===== src/rtl/pred_setp_pipe.sv =====
// Two-stage EX->WB SETP pipeline: predicate compare, pred-regfile write port and pending scoreboard.
// Optional retirement counters are enabled with `define SETP_PERF_EN.
module pred_setp_pipe #(
    parameter int DATA_W = 16,
    parameter int NPRED  = 4
) (
    input  logic                     clk,
    input  logic                     rst,
    input  logic                     id_valid,
    input  logic                     id_active,
    input  logic [2:0]               id_cmp_op,
    input  logic [DATA_W-1:0]        id_src_a,
    input  logic [DATA_W-1:0]        id_src_b,
    input  logic [$clog2(NPRED)-1:0] id_pred_dst,
    input  logic                     stall,
    input  logic                     flush,
    output logic [$clog2(NPRED)-1:0] pred_write_sel,
    output logic                     pred_write_data,
    output logic                     pred_write_en,
    output logic [NPRED-1:0]         pred_busy
`ifdef SETP_PERF_EN
    ,
    output logic [15:0]              perf_setp_retired,
    output logic [15:0]              perf_setp_true
`endif
);

    localparam int SEL_W = $clog2(NPRED);

    localparam logic [2:0] OP_EQ  = 3'd0;
    localparam logic [2:0] OP_NE  = 3'd1;
    localparam logic [2:0] OP_LT  = 3'd2;
    localparam logic [2:0] OP_LE  = 3'd3;
    localparam logic [2:0] OP_GT  = 3'd4;
    localparam logic [2:0] OP_GE  = 3'd5;
    localparam logic [2:0] OP_LTU = 3'd6;
    localparam logic [2:0] OP_GEU = 3'd7;

    logic              r_ex_valid;
    logic              r_ex_active;
    logic [2:0]        r_ex_op;
    logic [DATA_W-1:0] r_ex_a;
    logic [DATA_W-1:0] r_ex_b;
    logic [SEL_W-1:0]  r_ex_dst;

    logic              r_wb_valid;
    logic              r_wb_active;
    logic [SEL_W-1:0]  r_wb_dst;
    logic              r_wb_result;

    logic              w_cmp_result;
    logic              w_wr_en;

    // Stall freezes both stages; flush only matters when the pipe is moving.
    always_ff @(posedge clk) begin
        if (rst) begin
            r_ex_valid  <= 1'b0;
            r_ex_active <= 1'b0;
            r_ex_op     <= '0;
            r_ex_a      <= '0;
            r_ex_b      <= '0;
            r_ex_dst    <= '0;
            r_wb_valid  <= 1'b0;
            r_wb_active <= 1'b0;
            r_wb_dst    <= '0;
            r_wb_result <= 1'b0;
        end else if (!stall) begin
            r_ex_valid  <= id_valid & ~flush;
            r_ex_active <= id_active;
            r_ex_op     <= id_cmp_op;
            r_ex_a      <= id_src_a;
            r_ex_b      <= id_src_b;
            r_ex_dst    <= id_pred_dst;
            r_wb_valid  <= r_ex_valid & ~flush;
            r_wb_active <= r_ex_active;
            r_wb_dst    <= r_ex_dst;
            r_wb_result <= w_cmp_result;
        end
    end

    always_comb begin
        w_cmp_result = 1'b0;
        case (r_ex_op)
            OP_EQ:   w_cmp_result = (r_ex_a == r_ex_b);
            OP_NE:   w_cmp_result = (r_ex_a != r_ex_b);
            OP_LT:   w_cmp_result = ($signed(r_ex_a) <  $signed(r_ex_b));
            OP_LE:   w_cmp_result = ($signed(r_ex_a) <= $signed(r_ex_b));
            OP_GT:   w_cmp_result = ($signed(r_ex_a) >  $signed(r_ex_b));
            OP_GE:   w_cmp_result = ($signed(r_ex_a) >= $signed(r_ex_b));
            OP_LTU:  w_cmp_result = (r_ex_a <  r_ex_b);
            OP_GEU:  w_cmp_result = (r_ex_a >= r_ex_b);
            default: w_cmp_result = 1'b0;
        endcase
    end

    assign w_wr_en         = r_wb_valid & r_wb_active;
    assign pred_write_en   = w_wr_en;
    assign pred_write_sel  = w_wr_en ? r_wb_dst : '0;
    assign pred_write_data = w_wr_en & r_wb_result;

    // Inactive lanes travel the pipe as placeholders but never claim a predicate.
    always_comb begin
        pred_busy = '0;
        for (int p = 0; p < NPRED; p++) begin
            pred_busy[p] = (r_ex_valid & r_ex_active & (r_ex_dst == SEL_W'(p)))
                         | (r_wb_valid & r_wb_active & (r_wb_dst == SEL_W'(p)));
        end
    end

`ifdef SETP_PERF_EN
    logic [15:0] r_perf_retired;
    logic [15:0] r_perf_true;

    // Repeated writes under stall are counted once, on the cycle the entry leaves WB.
    always_ff @(posedge clk) begin
        if (rst) begin
            r_perf_retired <= '0;
            r_perf_true    <= '0;
        end else if (w_wr_en && !stall) begin
            r_perf_retired <= r_perf_retired + 16'd1;
            if (r_wb_result) r_perf_true <= r_perf_true + 16'd1;
        end
    end

    assign perf_setp_retired = r_perf_retired;
    assign perf_setp_true    = r_perf_true;
`endif

endmodule


===== config.mk =====
export PLATFORM = sky130hd
export DESIGN_NAME = pred_setp_pipe
export DESIGN_NICKNAME = d
export VERILOG_FILES = /design/src/rtl/pred_setp_pipe.sv
export SDC_FILE = /design/constraint.sdc
export NUM_CORES = 1
export LEC_CHECK = 0
export BUFFER_PORTS_ARGS = -buffer_cell sky130_fd_sc_hd__buf_2
export CORE_MARGIN = 5
export CORE_UTILIZATION = 30
export CTS_CLUSTER_DIAMETER = 120
export DETAILED_ROUTE_END_ITERATION = 8
export PLACE_DENSITY = 0.54
export SETUP_SLACK_MARGIN = 0.4
export SKIP_LAST_GASP = 1
export SLEW_MARGIN = 20
export SYNTH_ARGS = -nofsm -noshare
export SYNTH_HDL_FRONTEND = slang
export SYNTH_SLANG_ARGS = --single-unit

===== constraint.sdc =====
create_clock -name clk -period 2.1 [get_ports clk]
set_clock_uncertainty 0.15 [all_clocks]
set_input_delay 0.42 -clock clk [delete_from_list [all_inputs] [get_ports clk]]
set_output_delay 0.42 -clock clk [all_outputs]
set_load 0.03 [all_outputs]

Word level (Yosys, flattened, before mapping):

Index checks and enable logic that the tools add are counted.

* register bits: 44
* bits of input ports: 43
* output and inout port bits: 8

* $lt $le $gt $ge: 6
* eq/ne operators: 15
* muxes and demuxes: 2
* bitwise logic cells: 18
* reductions and logical operators: 3

Operator list (count)
* $ge 16x16->1: 2
* $lt 16x16->1: 2
* $eq 16x16->1: 1
* $gt 16x16->1: 1
* $le 16x16->1: 1
* $ne 16x16->1: 1
* $and 1x1->1: 13
* $eq 3x3->1 const B: 4
* $eq 2x2->1 const B: 4
* $pmux 1 s8: 1
* $eq 3x2->1 const B: 2
* $eq 2x1->1 const B: 2
* $logic_not 2->1: 2
* $or 1x1->1: 4
* $eq 3x1->1 const B: 1
* $logic_not 3->1: 1
* $mux 2: 1
* $not 1->1: 1

Depth between registers and ports, before layout:

* word-level depth: 3
* gate-level depth with buffers: 8
* mapped depth without buffers: 8

Worst setup path after synthesis:

OpenSTA, ideal clock, no wires.

* path type: register -> register
* start point: register r_ex_b[15]
* end point: register r_wb_result
* setup time: 0.147 ns
* arrival: 1.796 ns
* setup slack: 0.007 ns
* cell stages (with the launch flop): 9
* buffers on the path: 0
* period minus slack after synthesis: 2.093 ns
* cells stage by stage: dfxtp_1 inv_1 ha_1 nand4_2 nor4_4 mux2i_1 a21oi_1 o22ai_1 a221oi_2

* cells in the longest elaborated chain, start to end: 2

RTL lines
* start: declaration: line 43 `logic [DATA_W-1:0] r_ex_b;`
* start signal: assignment: line 72 `r_ex_b <= id_src_b;`
* $ge 16x16->1, or another cell as far along: line 91 `OP_GEU: w_cmp_result = (r_ex_a >= r_ex_b);`
* $pmux 1 s8 *: line 83 `case (r_ex_op)`
* end signal: assignment: line 77 `r_wb_result <= w_cmp_result;`
* end: declaration: line 49 `logic r_wb_result;`

Every way passes the cells marked *; elsewhere a longest branch is shown, timed or not.
A chain may end at the register's enable or synchronous reset.

Final worst setup path:

* start point: register r_ex_b[12]
* end point: register r_wb_result

Same word-level chain as after synthesis.

==> impl_summary.txt <==
----------------------------------------------------
[Run status]
  Result of the run ... finished with violations
  Violated checks ... negative setup slack

[GRT]
  Antenna violations before repair ... 0
  GRT Util Overall ... 0.1165
  Maximum number of pins on one net before global-route repair ... 26
  Wire length of the first global-routing pass ... approximately 8 mm
  Vias in the first global route ... 1,801
  Sum of overflow across all layers after global routing ... 0

[Critical path]
  Number of buffers and inverters on the critical path ... 3
  Standard cell with the maximum stage delay on the critical path ... sky130_fd_sc_hd__dfxtp_2
  Startpoint of the worst-slack reg-to-reg timing path ... r_ex_b[12]
  Category of the worst setup path launch point ... flip-flop
  Biggest fanout along the worst timing path ... 7
  Required time at the worst-slack endpoint ... roughly 2100 ps
  Top delay family on crit path ... buffers and inverters
  Endpoint type of the worst setup path ... flip-flop
  Critical Path, Cell by Cell ... inv_1 -> ha_4 -> nand4_4 -> buf_6 -> nor4_4 -> buf_4 -> mux2i_1 -> a21oi_1 -> o22ai_1 -> a221oi_2
  Longest individual stage delay on the worst path ... 330 ps
  Number of cells on the worst reg-to-reg path ... 10
  Capture point of the worst path ... r_wb_result
  Register-to-Register Setup Slack ... -2 ps
  Capturing point of the worst reg2reg path ... r_wb_result
  Number of logic stages on the critical path including buffering ... 10
  Worst setup path start ... r_ex_b[12]
  Signal arrival time at the worst endpoint ... 2120 ps
  Crit Path Category ... flip-flop to flip-flop

[Power]
  Worst IR Drop VDD ... ~0.23 mV
  Leakage component of the power ... about 0.0013 µW
  Power density over cell area ... ~610 mW/mm²

[Die]
  Die H ... 95.51 µm
  Die area ... 0.009121 mm²
  Width of the die ... 95.51 µm
  Number of top-level pins ... around 50
  Initial core utilization ... 0.3057
  Standard cell core area ... 0.007176 mm²
  Standard-cell row count ... 31

[Place]
  Post-DP HPWL ... approximately 3.6 mm
  Placed insts ... between 300 and 400
  IO buf count ... 50
  Weighted congestion at the end of routability-driven global placement ... 0.7609
  Post-place setup slack ... -24.55 ps

[Synthesis]
  Largest cells by area after synthesis ... sky130_fd_sc_hd__dfxtp_1 (40%), sky130_fd_sc_hd__mux2i_1 (20%), sky130_fd_sc_hd__ha_1 (9.1%)
  Share of synthesized area occupied by flip-flops and latches ... 0.4016
  Most frequently used cell type in the post-synthesis netlist ... sky130_fd_sc_hd__nor2_1
  Post-Synthesis Cells ... 236
  Number of enable-type register cells in the synthesized netlist ... 0
  Cell type with the largest total area after synthesis ... sky130_fd_sc_hd__dfxtp_1
  Post-synthesis cell type count ... 36
  Syn. warnings ... 0
  Proportion of register bits with asynchronous set or reset after synthesis ... 0
  Cell area after synthesis ... 0.002193 mm²
  Share of Yosys cell area claimed by the top area cell type ... 0.4016
  Most numerous cell types in the synthesized netlist ... sky130_fd_sc_hd__nor2_1 (46), sky130_fd_sc_hd__dfxtp_1 (44), sky130_fd_sc_hd__mux2i_1 (44)
  Most used flip-flop cell after synthesis ... sky130_fd_sc_hd__dfxtp_1
  Post-Synthesis Mean Instance Area ... 9.294 µm²
  Post-Synthesis Net Count ... 295
  Seq cells post-synth ... 44

[Final layout]
  Share of layout cells above drive strength 1 ... 0.4122
  Final antenna diode count ... 0
  Final cell count without fillers ... between 300 and 400
  Layout Nets ... 355
  Area Overhead vs Synth ... 35.94%
  Final standard cell utilization of the core ... 0.4155

[Timing]
  Post-route worst hold slack ... ~200 ps
  Endpoints failing hold ... 0
  Setup slack after layout ... -1.720 ps
  Max-slew violation count ... 0
  Remaining max-slew budget at the tightest pin ... 0.7261
  Final period demand of the worst path ... about 2100 ps
  Fraction of the cycle the final worst path needs ... 1.001
  Achievable frequency ... 475.8 MHz
  Unrepaired setup endpoints after global routing ... true
  Number of failing setup endpoints in the final timing report ... 1
  Actual transition at the worst max-transition pin ... 410.9 ps

[Worst hold path]
  Worst hold path type ... input port to flip-flop

[Route]
  Final WL ... 4.976 mm
  Average wire per standard cell ... 12.60 µm
  Via count normalized by instance count ... 4.458
  Number of remaining DRC errors ... 0
  DRC marker count from the first detailed-route iteration ... 24
  Total number of vias ... between 1,500 and 2,000
  Antenna Nets Post-Route ... 0
  Detailed-routing iteration count for the pre-antenna-repair pass ... 4

[CTS]
  H-tree depth reported by CTS ... 2
  CTS sink count ... 44
  Total clock buffers created by CTS ... 5
  TritonCTS clock tree ... yes
  Clock latency of the later-clocked register in the worst-skew pair ... 290 ps
  Clock root buffer ... sky130_fd_sc_hd__clkbuf_8
  Clock tree buffer depth ... 2
  CTS clk-pin slew, worst paths ... 80 ps

[Flow run]
  Number of violations of the max-capacitance limit ... 0

----------------------------------------------------
## registers in the layout, indices dropped and copies added, names as in the netlist
signal,count
r_ex_a,16
r_ex_active,1
r_ex_b,16
r_ex_dst,2
r_ex_op,3
r_ex_valid,1
r_wb_active,1
r_wb_dst,2
r_wb_result,1
r_wb_valid,1
## power breakdown
part / internal (µW) / leakage (µW) / switching (µW)
clock: 227 / 0.0000410 / 273
combinational: 203 / 0.000939 / 173
sequential: 886 / 0.000369 / 43.4
## cell usage in the layout, fill, tap and decap left out, types with 2 or more instances in the layout
cell                       instances
sky130_fd_sc_hd__clkbuf_8          5
sky130_fd_sc_hd__nand2_1           5
sky130_fd_sc_hd__o211ai_1          4
sky130_fd_sc_hd__nand4_1           4
sky130_fd_sc_hd__mux2i_1          44
sky130_fd_sc_hd__buf_6             6
sky130_fd_sc_hd__nor4b_1           2
sky130_fd_sc_hd__buf_2            44
sky130_fd_sc_hd__o32ai_2           2
sky130_fd_sc_hd__inv_2             8
sky130_fd_sc_hd__dfxtp_2          16
sky130_fd_sc_hd__ha_4             10
sky130_fd_sc_hd__ha_1              6
sky130_fd_sc_hd__a21oi_1           8
sky130_fd_sc_hd__buf_4            15
sky130_fd_sc_hd__dfxtp_1          28
sky130_fd_sc_hd__nand2_4           2
sky130_fd_sc_hd__nor2_1           45
sky130_fd_sc_hd__inv_1            14
## kinds of logic after synthesis
logic type,after synthesis,share of synthesized area
flops,44,0.4016
simple gates,69,0.1495
fa+ha+maj,16,0.09127
compound gates,26,0.08329
xor+xnor,1,0.003994
buf+inv,36,0.06959
mux,44,0.2008
## tightest hold or removal path, delay by kind of cell
family / cells / cell delay [ps]
and+or+nand+nor: 1 / 70
muxes: 1 / 50
buffers and inverters: 1 / 70
## how the worst min path moves through the flow
stage             endpoint  slack [ps]        start  cells after the start
4_1_cts          r_ex_a[5]         190  id_src_a[5]                      3
6_report         r_ex_a[5]         200  id_src_a[5]                      3
2_1_floorplan    r_ex_b[2]         310    r_ex_b[2]                      2
5_1_grt         r_ex_valid         200     id_valid                      3
3_5_place_dp   r_wb_result         330  r_wb_result                      2
3_3_place_gp     r_ex_b[2]         320    r_ex_b[2]                      2
## cell type report
type,instances,area [µm²]
Timing Repair Buffer,66,420.4
Tap cell,99,123.9
Multi-Input combinational cell,156,1370
Clock inverter,1,5.005
Inverter,23,88.84
Sequential cell,44,900.9
Fill cell,730,4194
Clock buffer,6,72.57
## what timing repair did
| action | in CTS | in global routing |
|---|---|---|
| endpoints found under the setup margin | 7 | 7 |
| pin swaps | 15 | 10 |
| hold buffers | 0 | 0 |
| resized for setup | 40 | 17 |
| setup buffers | 6 | 0 |
## stage by stage
step	TNS, ps	total power [µW]	cell area, µm²
floorplan	0	1158	2266
global placement	-31.21	1266	2660
detailed placement	-24.55	1269	2660
CTS	-30.56	1819	2920
global route	-109.5	1923	2982
finish	-1.720	1806	2982
## metal layers
layer	routed length, µm	GRT usage	vias up	share of wire
li1	-	-	926	-
met1	2397	0.1526	799	0.48
met2	2327	0.1860	30	0.47
met3	193	0.02999	6	0.039
met4	57	0.03910	0	0.011
met5	0	0	-	0
(Power assumes the default switching activity.)
